File: src/rtl/mskstate_stream_conv.sv
// Streaming converter between share-major W-bit words and the bit-interleaved
// masked state. LOAD packs words into state_out; UNLOAD emits state_in as words.
module mskstate_stream_conv #(
  parameter int unsigned Nbits      = 128,
  parameter int unsigned d          = 2,
  parameter int unsigned W          = 32,
  parameter bit          SHARE0_MSB = 1'b1
) (
  input  logic                 clk,
  input  logic                 rst_n,
  input  logic                 clear,
  input  logic                 start,
  input  logic                 mode_load,
  output logic                 busy,
  input  logic [W-1:0]         din_data,
  input  logic                 din_valid,
  output logic                 din_ready,
  output logic [d*Nbits-1:0]   state_out,
  output logic                 state_valid,
  input  logic                 state_ready,
  input  logic [d*Nbits-1:0]   state_in,
  output logic [W-1:0]         dout_data,
  output logic                 dout_valid,
  input  logic                 dout_ready
);

  localparam int unsigned NW    = Nbits / W;
  localparam int unsigned SBITS = d * Nbits;
  localparam int unsigned WCW   = (NW > 1) ? $clog2(NW) : 1;
  localparam int unsigned SCW   = (d > 1) ? $clog2(d) : 1;
  localparam int unsigned IW    = (SBITS > 1) ? $clog2(SBITS) : 1;
  localparam logic [WCW-1:0] WLAST = WCW'(NW - 1);
  localparam logic [SCW-1:0] SLAST = SCW'(d - 1);

  typedef enum logic [1:0] {
    S_IDLE,
    S_LOAD,
    S_LDONE,
    S_UNLOAD
  } state_e;

  state_e           state_q, state_d;
  logic [SBITS-1:0] sbuf_q, sbuf_d;
  logic [WCW-1:0]   wcnt_q, wcnt_d;
  logic [SCW-1:0]   scnt_q, scnt_d;
  logic [SBITS-1:0] deint;
  logic [IW-1:0]    word_base;
  logic             din_hs, dout_hs, last_word;

  function automatic int unsigned slot(input int unsigned i);
    return SHARE0_MSB ? (d - 1 - i) : i;
  endfunction

  // Share-major buffer position of the current word (scnt, wcnt).
  assign word_base = IW'((32'(scnt_q) * NW + 32'(wcnt_q)) * W);
  assign last_word = (scnt_q == SLAST) && (wcnt_q == WLAST);
  assign din_hs    = din_valid && din_ready && !clear;
  assign dout_hs   = dout_valid && dout_ready && !clear;
  assign dout_data = sbuf_q[word_base +: W];

  always_comb begin
    deint = '0;
    for (int unsigned i = 0; i < d; i++) begin
      for (int unsigned b = 0; b < Nbits; b++) begin
        deint[i*Nbits + b] = state_in[b*d + slot(i)];
      end
    end
  end

  always_comb begin
    state_out = '0;
    for (int unsigned i = 0; i < d; i++) begin
      for (int unsigned b = 0; b < Nbits; b++) begin
        state_out[b*d + slot(i)] = sbuf_q[i*Nbits + b];
      end
    end
  end

  always_ff @(posedge clk or negedge rst_n) begin
    if (!rst_n) begin
      state_q <= S_IDLE;
    end else begin
      state_q <= state_d;
    end
  end

  always_comb begin
    state_d = state_q;
    if (clear) begin
      state_d = S_IDLE;
    end else begin
      case (state_q)
        S_IDLE:   if (start) state_d = mode_load ? S_LOAD : S_UNLOAD;
        S_LOAD:   if (din_hs && last_word) state_d = S_LDONE;
        S_LDONE:  if (state_ready) state_d = S_IDLE;
        S_UNLOAD: if (dout_hs && last_word) state_d = S_IDLE;
        default:  state_d = S_IDLE;
      endcase
    end
  end

  always_comb begin
    busy        = (state_q != S_IDLE);
    din_ready   = (state_q == S_LOAD);
    state_valid = (state_q == S_LDONE);
    dout_valid  = (state_q == S_UNLOAD);
  end

  // clear zeroes the counters but keeps the buffer contents.
  always_comb begin
    sbuf_d = sbuf_q;
    wcnt_d = wcnt_q;
    scnt_d = scnt_q;
    if (clear) begin
      wcnt_d = '0;
      scnt_d = '0;
    end else if (state_q == S_IDLE) begin
      wcnt_d = '0;
      scnt_d = '0;
      if (start && !mode_load) sbuf_d = deint;
    end else if (din_hs || dout_hs) begin
      if (din_hs) sbuf_d[word_base +: W] = din_data;
      if (last_word) begin
        wcnt_d = '0;
        scnt_d = '0;
      end else if (wcnt_q == WLAST) begin
        wcnt_d = '0;
        scnt_d = scnt_q + SCW'(1);
      end else begin
        wcnt_d = wcnt_q + WCW'(1);
      end
    end
  end

  always_ff @(posedge clk or negedge rst_n) begin
    if (!rst_n) begin
      sbuf_q <= '0;
      wcnt_q <= '0;
      scnt_q <= '0;
    end else begin
      sbuf_q <= sbuf_d;
      wcnt_q <= wcnt_d;
      scnt_q <= scnt_d;
    end
  end

endmodule

File: config.mk
export PLATFORM = sky130hd
export DESIGN_NAME = mskstate_stream_conv
export DESIGN_NICKNAME = d
export VERILOG_FILES = /design/src/rtl/mskstate_stream_conv.sv
export SDC_FILE = /design/constraint.sdc
export NUM_CORES = 1
export LEC_CHECK = 0
export BUFFER_PORTS_ARGS = -buffer_cell sky130_fd_sc_hd__clkbuf_2
export CELL_PAD_IN_SITES_DETAIL_PLACEMENT = 0
export CELL_PAD_IN_SITES_GLOBAL_PLACEMENT = 1
export CORE_AREA = 2 2 229 231
export CTS_BUF_LIST = sky130_fd_sc_hd__clkbuf_4
export CTS_CLUSTER_DIAMETER = 80
export CTS_CLUSTER_SIZE = 24
export DETAILED_ROUTE_END_ITERATION = 16
export DIE_AREA = 0 0 231 233
export PLACE_DENSITY = 0.64
export SLEW_MARGIN = 20
export SYNTH_ARGS = -nofsm -noshare
export SYNTH_HDL_FRONTEND = slang
export SYNTH_SLANG_ARGS = --single-unit
File: constraint.sdc
create_clock -name clk -period 4.3 [get_ports clk]
set_input_delay 0.43 -clock clk [delete_from_list [all_inputs] [get_ports clk]]
set_output_delay 0.43 -clock clk [all_outputs]
set_load 0.02 [all_outputs]
==> impl_metrics.env <==
export IMPL_preCtsSetupSlack_ns=1.290
export IMPL_wire_per_inst_um=26.09
export IMPL_core_um2=51090
export IMPL_vias=15037
export IMPL_hold_viol_final=0
export IMPL_relSlewSlack_pct=33.87
export IMPL_critPathRequiredTime_ns=3.87
export IMPL_yosysSeqAreaShare_pct=45.42
export IMPL_drive_gt1_share_pct=41.38
export IMPL_insertion_delay_ns=0.82
export IMPL_place_gp_congestion=0.8756
export IMPL_r2r_slack_ns=0.88
export IMPL_slew_violations=0
export IMPL_grt_ovfl_total=0
export IMPL_portBuffers=587
export IMPL_finalCritPeriodShare_pct=85.35
export IMPL_setup_slack_ns=0.6300
export IMPL_die_x_um=231
export IMPL_antenna_left=0
export IMPL_fmax_mhz=272.5
export IMPL_initial_core_util_pct=28.14
export IMPL_critPathLaunchType="register"
export IMPL_synth_top_cell_area_share_pct=45.42
export IMPL_fin_crit_ns=3.670
export IMPL_fin_cells=2755
export IMPL_hp_class="in2reg"
export IMPL_post_dp_cell_area_um2=17950
export IMPL_grt_antenna_before_repair=8
export IMPL_clockBufferDepth=3
export IMPL_nNetsFinal=2354
export IMPL_syn_nets=1569
export IMPL_drv_cap=0
export IMPL_synth_edff_count=0
export IMPL_placed_cells=2411
export IMPL_worstSetupPathType="reg2out"
export IMPL_cts_made_buffers=26
export IMPL_async_flop_share_pct=100.0
export IMPL_cellPowerDensity_nw_per_um2=638.2
export IMPL_fp_row_count=83
export IMPL_total_leakage_power_nw=9.896
export IMPL_synth_top_cell_by_area="dfrtp_1"
export IMPL_status="completed"
export IMPL_design_area_um2=21350
export IMPL_drt_iter0_markers=1211
export IMPL_finalSetupViolations=0
export IMPL_syn_avg_cell_area_um2=11.36
export IMPL_fin_skew_ns=0.04541
export IMPL_synthFlopType="dfrtp_1"
export IMPL_grt_pass1_wl_um=102700
export IMPL_grt_start_max_net_pins=157
export IMPL_synth_commonest_cells="dfrtp_1 (261), a22oi_1 (128), clkbuf_1 (107)"
export IMPL_first_global_vias=15182
export IMPL_chipHeight_um=233
export IMPL_drc=0
export IMPL_drt_total_wl_um=71870
export IMPL_ios=588
export IMPL_critPathCaptureType="primary output"
export IMPL_rsz0062_at_grt="false"
export IMPL_cp_max_fo=39
export IMPL_ir_drop_uv=244.8
export IMPL_track_usage_pct=25.65
export IMPL_clk_pin_slew_ns=0.18
export IMPL_power_total_mw=13.62
export IMPL_viasPerCell=5.458
export IMPL_synthMostInstantiatedCell="dfrtp_1"
export IMPL_clock_sinks=261
export IMPL_fillers=5072
export IMPL_cts_tree="yes"
export IMPL_htree_levels=1
export IMPL_syn_inst=1266
export IMPL_dieArea_um2=53820
export IMPL_hpwl_um=48890
export IMPL_tns_ns=0
export IMPL_ys_ff_latch=261
export IMPL_synthDistinctLibCells=50
export IMPL_syn_cell_area_um2=14380
export IMPL_cts_root_buf="clkbuf_4"
export IMPL_finish_utilization_pct=41.78
export IMPL_area_growth_pct=48.45
export IMPL_whs_ns=0.05773
export IMPL_yosys_warnings=0
export IMPL_post_cts_resized=0
export IMPL_worstPathArrival_ns=3.24
export IMPL_synth_area_leaders="dfrtp_1 (45%), mux4_2 (10%), a22oi_1 (6.7%)"
export IMPL_drt_pass1_iterations=5
export IMPL_tightestPinTransition_ns=0.9919
## power breakdown
part	switching, mW	internal [mW]	total, mW
Combinational	4.16	3.02	7.17
Clock	1.14	0.466	1.61
Sequential	1.23	3.61	4.84
## registers in the layout, indices dropped and copies added, names as in the netlist
signal	count
sbuf_q	256
state_q	2
wcnt_q	2
scnt_q	1
## worst max-delay path, cell delays in order, from the launching register on
cell and delay (ns):
dfrtp_4 0.43, buf_4 0.55, buf_4 0.66, mux4_2 0.40, nand2_1 0.11, nand2_1 0.10, clkbuf_2 0.17
## cell type report
| type | count | area (µm²) | area share [%] |
|---|---|---|---|
| clock buffers | 27 | 202.7 | 0.9495 |
| flip-flops and latches | 261 | 6540 | 30.64 |
| multi-input cells | 839 | 7251 | 33.97 |
| diodes | 4 | 10.01 | 0.04689 |
| well taps | 680 | 850.8 | 3.986 |
| clock inverters | 21 | 244.0 | 1.143 |
| repair buffers | 914 | 6213 | 29.11 |
| inverters | 9 | 35.03 | 0.1641 |
## repair_timing
action / in CTS / in global routing
hold buffers: 290 / 1
endpoints found under the hold margin: 374 / 1
buffers inserted: 0 / 0
## worst paths after layout
check	start	endpoint	depth (start not counted)
worst max-delay path	wcnt_q[1]$_DFFE_PN0P_	dout_data[6]	6
worst min-delay path	din_data[0]	sbuf_q[128]$_DFFE_PN0P_	3
worst max register to register	scnt_q$_DFFE_PN0P_	sbuf_q[50]$_DFFE_PN0P_	8
worst min register to register	sbuf_q[10]$_DFFE_PN0P_	sbuf_q[10]$_DFFE_PN0P_	1
max in group asynchronous	rst_n	sbuf_q[212]$_DFFE_PN0P_	3
min in group asynchronous	rst_n	sbuf_q[253]$_DFFE_PN0P_	2
## cell families (layout without fill, tap and decap cells)
logic type | after synthesis | count (layout) | share of synthesized area, %
AND/OR/NAND/NOR | 228 | 228 | 6.543
multiplexers | 160 | 160 | 19.11
other | 0 | 4 | 0
flip-flops | 261 | 261 | 45.42
buffers and inverters | 166 | 971 | 5.055
adder cells (fa/ha/maj) | 7 | 7 | 0.6090
AO/OA/AOI/OAI | 444 | 444 | 23.27
## cells in the final DEF (no fill, tap or decap), types with 36 or more instances in the layout
cell type and n:
a21oi_1 100, mux2_2 36, a22o_1 64, dfrtp_1 258, nand2_1 100, mux2_4 60
a22oi_1 128, nor2_1 100, clkbuf_2 586, mux4_2 64, dlygate4sd3_1 291
## layer usage
layer | routed length [µm] | up-vias | global-route usage (%) | share of wire (%)
met5 | 49 | - | 0 | 0.068
met4 | 2469 | 8 | 8.589 | 3.4
met3 | 5057 | 150 | 4.461 | 7.0
met2 | 35020 | 801 | 43.25 | 49
met1 | 29270 | 7653 | 33.26 | 41
li1 | - | 6425 | - | -
No activity file was read; power rests on OpenSTA's default activity.
